## src/rtl/datapath_control_sequencer.sv

```systemverilog
// Moore control sequencer for the single-bus datapath: fetch (T0-T2), decode (T3), ALU / MUL-DIV execute (T4-T6).
// Build macro SEQ_SINGLE_STEP_EN adds a step input and a HOLD state entered at every instruction end.
module datapath_control_sequencer #(
  parameter int MEM_TIMEOUT = 15,
  parameter int OPW         = 5
) (
  input  logic           clk,
  input  logic           clr,
  input  logic           run,
  input  logic           mem_ack,
`ifdef SEQ_SINGLE_STEP_EN
  input  logic           step,
`endif
  input  logic [31:0]    ir,
  output logic           PCout,
  output logic           ZLowout,
  output logic           ZHighout,
  output logic           MDRout,
  output logic           MARin,
  output logic           PCin,
  output logic           MDRin,
  output logic           IRin,
  output logic           Yin,
  output logic           IncPC,
  output logic           Read,
  output logic           ZLowIn,
  output logic           ZHighIn,
  output logic           HIin,
  output logic           LOin,
  output logic [15:0]    r_out,
  output logic [15:0]    r_in,
  output logic [OPW-1:0] operation,
  output logic           busy,
  output logic           instr_done,
  output logic           mem_err,
  output logic           illegal_op
);

  localparam int CW = $clog2(MEM_TIMEOUT + 1);

  localparam logic [4:0] OP_ALU_LO = 5'h03;
  localparam logic [4:0] OP_ALU_HI = 5'h0C;
  localparam logic [4:0] OP_MUL    = 5'h0F;
  localparam logic [4:0] OP_DIV    = 5'h10;

  typedef enum logic [3:0] {
    S_IDLE = 4'd0,
    S_T0   = 4'd1,
    S_T1   = 4'd2,
    S_T2   = 4'd3,
    S_T3   = 4'd4,
    S_T4   = 4'd5,
    S_T5   = 4'd6,
    S_T6   = 4'd7
`ifdef SEQ_SINGLE_STEP_EN
    ,
    S_HOLD = 4'd8
`endif
  } state_t;

  state_t        state_q, state_d, end_state;
  logic [CW-1:0] cnt_q;
  logic          timeout_hit;

  // Decoded fields are captured at the end of T3 so T4-T6 no longer depend on ir.
  logic [4:0]    op_q;
  logic          md_q;
  logic [3:0]    ra_q, rb_q, rc_q;

  logic [4:0]    op_ir;
  logic [3:0]    ra_ir, rb_ir, rc_ir;
  logic          is_alu_ir, is_md_ir;
  logic          unused_ir;

  assign op_ir     = ir[31:27];
  assign ra_ir     = ir[26:23];
  assign rb_ir     = ir[22:19];
  assign rc_ir     = ir[18:15];
  assign unused_ir = ^ir[14:0];

  assign is_alu_ir = (op_ir >= OP_ALU_LO) && (op_ir <= OP_ALU_HI);
  assign is_md_ir  = (op_ir == OP_MUL) || (op_ir == OP_DIV);

  // A missing ack on the last allowed T1 cycle aborts the fetch; an ack that same cycle wins.
  assign timeout_hit = (state_q == S_T1) && !mem_ack && (cnt_q == CW'(MEM_TIMEOUT - 1));

`ifdef SEQ_SINGLE_STEP_EN
  assign end_state = S_HOLD;
`else
  assign end_state = run ? S_T0 : S_IDLE;
`endif

  // NOTE: sequential state uses non-blocking assignments so every flop samples pre-edge values.
  always_ff @(posedge clk or posedge clr) begin
    if (clr) begin
      state_q <= S_IDLE;
      cnt_q   <= '0;
      mem_err <= 1'b0;
      op_q    <= '0;
      md_q    <= 1'b0;
      ra_q    <= '0;
      rb_q    <= '0;
      rc_q    <= '0;
    end else begin
      state_q <= state_d;
      if (state_q == S_T1 && !mem_ack && !timeout_hit) begin
        cnt_q <= cnt_q + 1'b1;
      end else begin
        cnt_q <= '0;
      end
      if (timeout_hit) begin
        mem_err <= 1'b1;
      end
      if (state_q == S_T3) begin
        op_q <= op_ir;
        md_q <= is_md_ir;
        ra_q <= ra_ir;
        rb_q <= rb_ir;
        rc_q <= rc_ir;
      end
    end
  end

  always_comb begin
    state_d = state_q;
    case (state_q)
      S_IDLE: if (run) state_d = S_T0;
      S_T0:   state_d = S_T1;
      S_T1: begin
        if (mem_ack) begin
          state_d = S_T2;
        end else if (timeout_hit) begin
          state_d = S_IDLE;
        end
      end
      S_T2:   state_d = S_T3;
      S_T3:   state_d = (is_alu_ir || is_md_ir) ? S_T4 : end_state;
      S_T4:   state_d = S_T5;
      S_T5:   state_d = md_q ? S_T6 : end_state;
      S_T6:   state_d = end_state;
`ifdef SEQ_SINGLE_STEP_EN
      S_HOLD: begin
        if (!run) begin
          state_d = S_IDLE;
        end else if (step) begin
          state_d = S_T0;
        end
      end
`endif
      default: state_d = S_IDLE;
    endcase
  end

  // Strobes decode from state; T3 also reads ir, which is the IR register loaded in T2.
  always_comb begin
    // NOTE: every output is defaulted first so no branch of the case can infer a latch.
    PCout      = 1'b0;
    ZLowout    = 1'b0;
    ZHighout   = 1'b0;
    MDRout     = 1'b0;
    MARin      = 1'b0;
    PCin       = 1'b0;
    MDRin      = 1'b0;
    IRin       = 1'b0;
    Yin        = 1'b0;
    IncPC      = 1'b0;
    Read       = 1'b0;
    ZLowIn     = 1'b0;
    ZHighIn    = 1'b0;
    HIin       = 1'b0;
    LOin       = 1'b0;
    r_out      = '0;
    r_in       = '0;
    operation  = '0;
    instr_done = 1'b0;
    illegal_op = 1'b0;
    busy       = (state_q != S_IDLE);
    case (state_q)
      S_T0: begin
        PCout = 1'b1;
        MARin = 1'b1;
        IncPC = 1'b1;
      end
      S_T1: begin
        Read  = 1'b1;
        MDRin = 1'b1;
      end
      S_T2: begin
        MDRout = 1'b1;
        IRin   = 1'b1;
      end
      S_T3: begin
        if (is_alu_ir) begin
          r_out = 16'd1 << rb_ir;
          Yin   = 1'b1;
        end else if (is_md_ir) begin
          r_out = 16'd1 << ra_ir;
          Yin   = 1'b1;
        end else begin
          illegal_op = 1'b1;
        end
      end
      S_T4: begin
        operation = OPW'(op_q);
        ZLowIn    = 1'b1;
        ZHighIn   = 1'b1;
        r_out     = 16'd1 << (md_q ? rb_q : rc_q);
      end
      S_T5: begin
        ZLowout = 1'b1;
        if (md_q) begin
          LOin = 1'b1;
        end else begin
          // R0 is never a write target; the result is dropped but the instruction still retires.
          if (ra_q != 4'd0) r_in = 16'd1 << ra_q;
          instr_done = 1'b1;
        end
      end
      S_T6: begin
        ZHighout   = 1'b1;
        HIin       = 1'b1;
        instr_done = 1'b1;
      end
      default: ;
    endcase
  end

endmodule

```

## config.mk

```make
export PLATFORM = sky130hd
export DESIGN_NAME = datapath_control_sequencer
export DESIGN_NICKNAME = d
export VERILOG_FILES = /design/src/rtl/datapath_control_sequencer.sv
export SDC_FILE = /design/constraint.sdc
export NUM_CORES = 1
export LEC_CHECK = 0
export CAP_MARGIN = 20
export CORE_MARGIN = 10
export CORE_UTILIZATION = 43
export CTS_BUF_LIST = sky130_fd_sc_hd__clkbuf_4 sky130_fd_sc_hd__clkbuf_8
export DETAILED_ROUTE_END_ITERATION = 12
export PLACE_DENSITY = 0.8
export RECOVER_POWER = 100
export SETUP_SLACK_MARGIN = 0.4
export SLEW_MARGIN = 20
export SYNTH_ARGS = -nofsm -noshare
export SYNTH_HDL_FRONTEND = slang
export SYNTH_SLANG_ARGS = --single-unit
```

## constraint.sdc

```tcl
create_clock -name clk -period 2.01 [get_ports clk]
set_clock_uncertainty 0.1 [all_clocks]
set_input_delay 0.3015 -clock clk [delete_from_list [all_inputs] [get_ports clk]]
set_output_delay 0.3015 -clock clk [all_outputs]
set_load 0.05 [all_outputs]
```

==> results.ini, run 1 <==
[status]
status=stopped before the end
stop_error=[ERROR DPL-0038] Utilization greater than 100%, impossible to legalize
stop_stage=clock tree synthesis

[floorplanning]
die_x_um=88.79
initial_core_util_pct=45.47
dieHeight_um=88.79
fp-row-count=24
io-pin-count=92

[yosys]
synthesis.instances=243
yosysWarnings=0
syn_area_um2=2034
ys_seq_area_share_pct=31.98
ys_ff_latch=26
avgSynthCellArea_um2=8.372
yosysUniqueCellTypes=44

[clocking]
cts_root_buf=clkbuf_8
cts_setup_buffers=34
htree_num_levels=1
postCtsHoldBufs=0
clock-sinks=26
ctsResizeCount=114
cts.path.max_buffers=2
numCtsBuffers=3

[placed_design]
place_congestion=0.9694
dpl-instance-area_um2=4094
place_ws_ps=-689.7
dpl.hpwl_um=7279
port-buffer-count=74

[per-stage QoR]
stage	utilization, %	std cells
after floorplan	-	244
after global placement	91.50	405
after detailed placement	91.50	405
[cell families after synthesis]
kind of cell	count (synthesis)	synth area share (%)
adder cells (fa/ha/maj)	2	1.230
AND/OR/NAND/NOR	116	29.58
other	1	0.1843
multiplexers	27	14.27
buffers and inverters	26	6.642
flip-flops	26	31.98
XOR/XNOR	3	1.292
AO/OA/AOI/OAI	42	14.82
[cells in the mapped netlist, drive strengths merged]
library cell,instances,area (µm²)
mux2,16,180.2
nand2b,13,81.33
ha,2,25.02
nor3b,4,35.03
and4b,1,10.01
o211a,1,10.01
dfrtp,26,650.6
or3b,1,8.760
nor2,28,105.1
xnor2,2,17.52
o32ai,3,33.79
a21o,1,7.510
o21a,1,7.510
mux2i,11,110.1
nor4,2,12.51
o22ai,8,50.05
xor2,1,8.760
a211oi,1,7.510
clkbuf,7,26.28
nand3,11,55.05
a21oi,8,40.04
and2,7,43.79
nand4,2,12.51
and3b,1,8.760
nand3b,3,22.52
a32o,1,10.01
nand4b,2,17.52
o31a,1,8.760
o221ai,8,70.07
nor3,16,80.08
nand2,19,71.32
o21ai,7,38.79
buf,13,86.32
nor2b,2,12.51
or2,3,18.77
conb,1,3.750
or3,1,6.260
inv,6,22.52
a32oi,2,17.52
==> run 2, diff against run 1 <==
Settings changed: CORE_UTILIZATION 43 to 40, CTS_BUF_LIST sky130_fd_sc_hd__clkbuf_4 sky130_fd_sc_hd__clkbuf_8 to unset, PLACE_DENSITY 0.8 to unset, PLACE_DENSITY_LB_ADDON set to 0.15, SETUP_SLACK_MARGIN 0.4 to unset.
==> run 2 against run 1 <==
Against the previous run:
- the flow now finishes, with violations (setup timing)
- area after synthesis unchanged
- synthesized cell count unchanged
==> results.ini, run 2 <==
[setup_path]
reg2reg_depth=7
criticalPathCategory=flop to primary output
path_max_fanout=3
cp.arrival_ps=2090
start_kind=flop
critical_path.reg2reg.endpoint=state_q[0]$_DFFE_PP0P_
endpoint_kind=primary output
crit_required_ps=1610
crit_buf_inv=2
timing.rr.start=state_q[1]$_DFFE_PP0P_
slowest_delay_ps=460
reg2reg_slack_ps=40
critPathTopFamily=compound AO/OA/AOI/OAI gates
slowest_stage=dfrtp_1
crit_chain=nor3b_4 > o31a_1 > nand4_1 > buf_4 > o221ai_4 > buf_12

[clocking]
postCtsHoldBufs=0  ; unchanged
cts_root_buf=clkbuf_8
htree_num_levels=1  ; unchanged
tritoncts=done
clk_pin_slew_worst_paths_ps=110
cts.path.max_buffers=2  ; unchanged
numCtsBuffers=3  ; unchanged
clock-sinks=26  ; unchanged
clk_latency_ps=290

[yosys]
synthSimpleGateAreaFrac_pct=29.58  ; unchanged
synthesis.instances=243  ; unchanged
post-synth-top-area-cell=dfrtp_1
synthXorXnorAreaFrac_pct=1.292  ; unchanged
synth_compound_area_share_pct=14.82  ; unchanged
synth_top_area_share_pct=31.98  ; unchanged
yosysWarnings=0  ; unchanged
synth_edf_count=0  ; unchanged
ys_top_cells_by_area=dfrtp_1, mux2_2, mux2i_1, nor2_1, nand2b_1
synthArstFlopShare_pct=100.0  ; unchanged
yosysMostFrequentCell=nor2_1
synthMuxAreaShare_pct=14.27  ; unchanged
synth_top_family_by_area=simple AND/OR/NAND/NOR gates
syn_area_um2=2034  ; unchanged
synth_common_cells=nor2_1, dfrtp_1, nand2_1
ys_ff_latch=26  ; unchanged
yosysUniqueCellTypes=44  ; unchanged
avgSynthCellArea_um2=8.372  ; unchanged
ys_seq_area_share_pct=31.98  ; unchanged
synth_fa_ha_area_share_pct=1.230  ; unchanged
ys.flop_type=dfrtp_1

[final_layout]
n_fill_cell=128
num_antenna_cells=0
design_area_um2=4573
area_growth_pct=124.8
largest_reg_flops=5
fin_nets=415
final_common_cell=buf_4
largest-register=op_q
fin_cells=442
drive_above_1_share_pct=62.67
final_cell_mix=buf_4, buf_12, dfrtp_1
utilization_pct=94.94

[min_path]
hp-class=input pin to flop
min_path_cells=2
min_from=ir[28]
hold_end=op_q[1]$_DFFE_PP0P_

[pwr]
p_per_area_nw_per_um2=1136
peakVddDrop_mv=1.375
p_total_mw=5.194
p_leak_nw=1.748

[detailed_routing]
drtPass1Iterations=5
wl_per_cell_um=27.38
drt_first_iter_violations=303
vias=2818
wl_um=12100
avgViaCountPerCell=6.376
drc_errors=0
ant_nets=0

[global_routing]
overflow=0
grt_max_degree=27
grtUsageTotal_pct=20.19
grt_pass1_vias=2587
grt_antenna_before_repair=0
grt_pass1_wl_um=13890

[placed_design]
place_congestion=0.8655  ; -11%
dpl.hpwl_um=6232  ; -14%
dpl-instance-area_um2=3836  ; -6.3%
post-place-cells=412  ; +1.7%
port-buffer-count=74  ; unchanged

[status]
status=complete, but fails checks
violations=setup timing

[floorplanning]
dieHeight_um=91.32  ; +2.8%
initial_core_util_pct=42.23  ; -3.2 points
dieArea_um2=8338
die_x_um=91.32  ; +2.8%
io-pin-count=92  ; unchanged
fp-row-count=25  ; +4.2%
core_um2=4817

[timing]
tns_ps=-11520
setup_viol=48
rsz0062_at_grt=true
slew_headroom_pct=51.61
tightestPinTransition_ps=725.9
post-route-period-util_pct=123.9
max_clock_freq_ghz=0.4015
finalWorstSetupSlack_ps=-480.6
fin_crit_ps=2491
finalHoldViolations=0
final-max-slew-violation-count=0

[job]
max_cap_viol_count=0

-- run 2: kinds of logic (layout without fill, tap and decap cells) --
family / count (synthesis) / after routing
adder cells (fa/ha/maj): 2 / 2
buffers and inverters: 26 / 157
AND/OR/NAND/NOR: 116 / 116
AO/OA/AOI/OAI: 42 / 42
flip-flops: 26 / 26
XOR/XNOR: 3 / 3
multiplexers: 27 / 27
other: 1 / 2
-- run 2: cell type report --
| class | instances | area, µm² | area share, % |
|---|---|---|---|
| multi-input combinational | 192 | 1911 | 41.78 |
| clock buffer | 3 | 41.29 | 0.9029 |
| sequential | 26 | 653.1 | 14.28 |
| inverter | 6 | 28.78 | 0.6293 |
| timing repair buffer | 148 | 1856 | 40.57 |
| tap | 67 | 83.83 | 1.833 |
-- run 2: report_power, final --
part	internal (mW)	total (mW)	switching [mW]
combinational	1.66	3.74	2.07
sequential	0.747	1.12	0.376
clock	0.136	0.333	0.197
total	2.55	5.19	2.65
-- run 2: stage by stage --
step / hold slack [ps] / setup WS [ps]
after floorplan: 241.5 / -391.4
after global placement: 338.8 / -569.8
after detailed placement: 347.3 / -640.1
after CTS: 224.0 / -258.2
after global routing: 242.4 / -548.2
final: 213.9 / -480.6
-- run 2: routing by layer --
layer	routed length [µm]	up-vias	global-route usage (%)
met5	0	-	0
met1	3988	1326	21.58
li1	-	1150	-
met2	6040	259	38.25
met3	1242	83	4.938
met4	832	0	5.483
-- run 2: how the worst max path moves through the flow --
stage,slack (ps),start,depth (start not counted),endpoint
2_1_floorplan,-390,ir[30],4,r_out[12]
3_3_place_gp,-570,ir[30],6,r_out[15]
3_5_place_dp,-640,ir[30],7,Yin
4_1_cts,-260,state_q[1]$_DFFE_PP0P_,6,r_out[15]
5_1_grt,-550,state_q[1]$_DFFE_PP0P_,6,r_out[15]
6_report,-480,state_q[1]$_DFFE_PP0P_,6,r_out[15]
-- run 2: repair_timing --
item / 4_1_cts / 5_1_grt
setup buffers: 11 / 17
pin swaps: 16 / 22
gates cloned: 1 / 0
resized for setup: 68 / 53
setup endpoints to repair: 46 / 47
No activity file was read; power rests on OpenSTA's default activity.
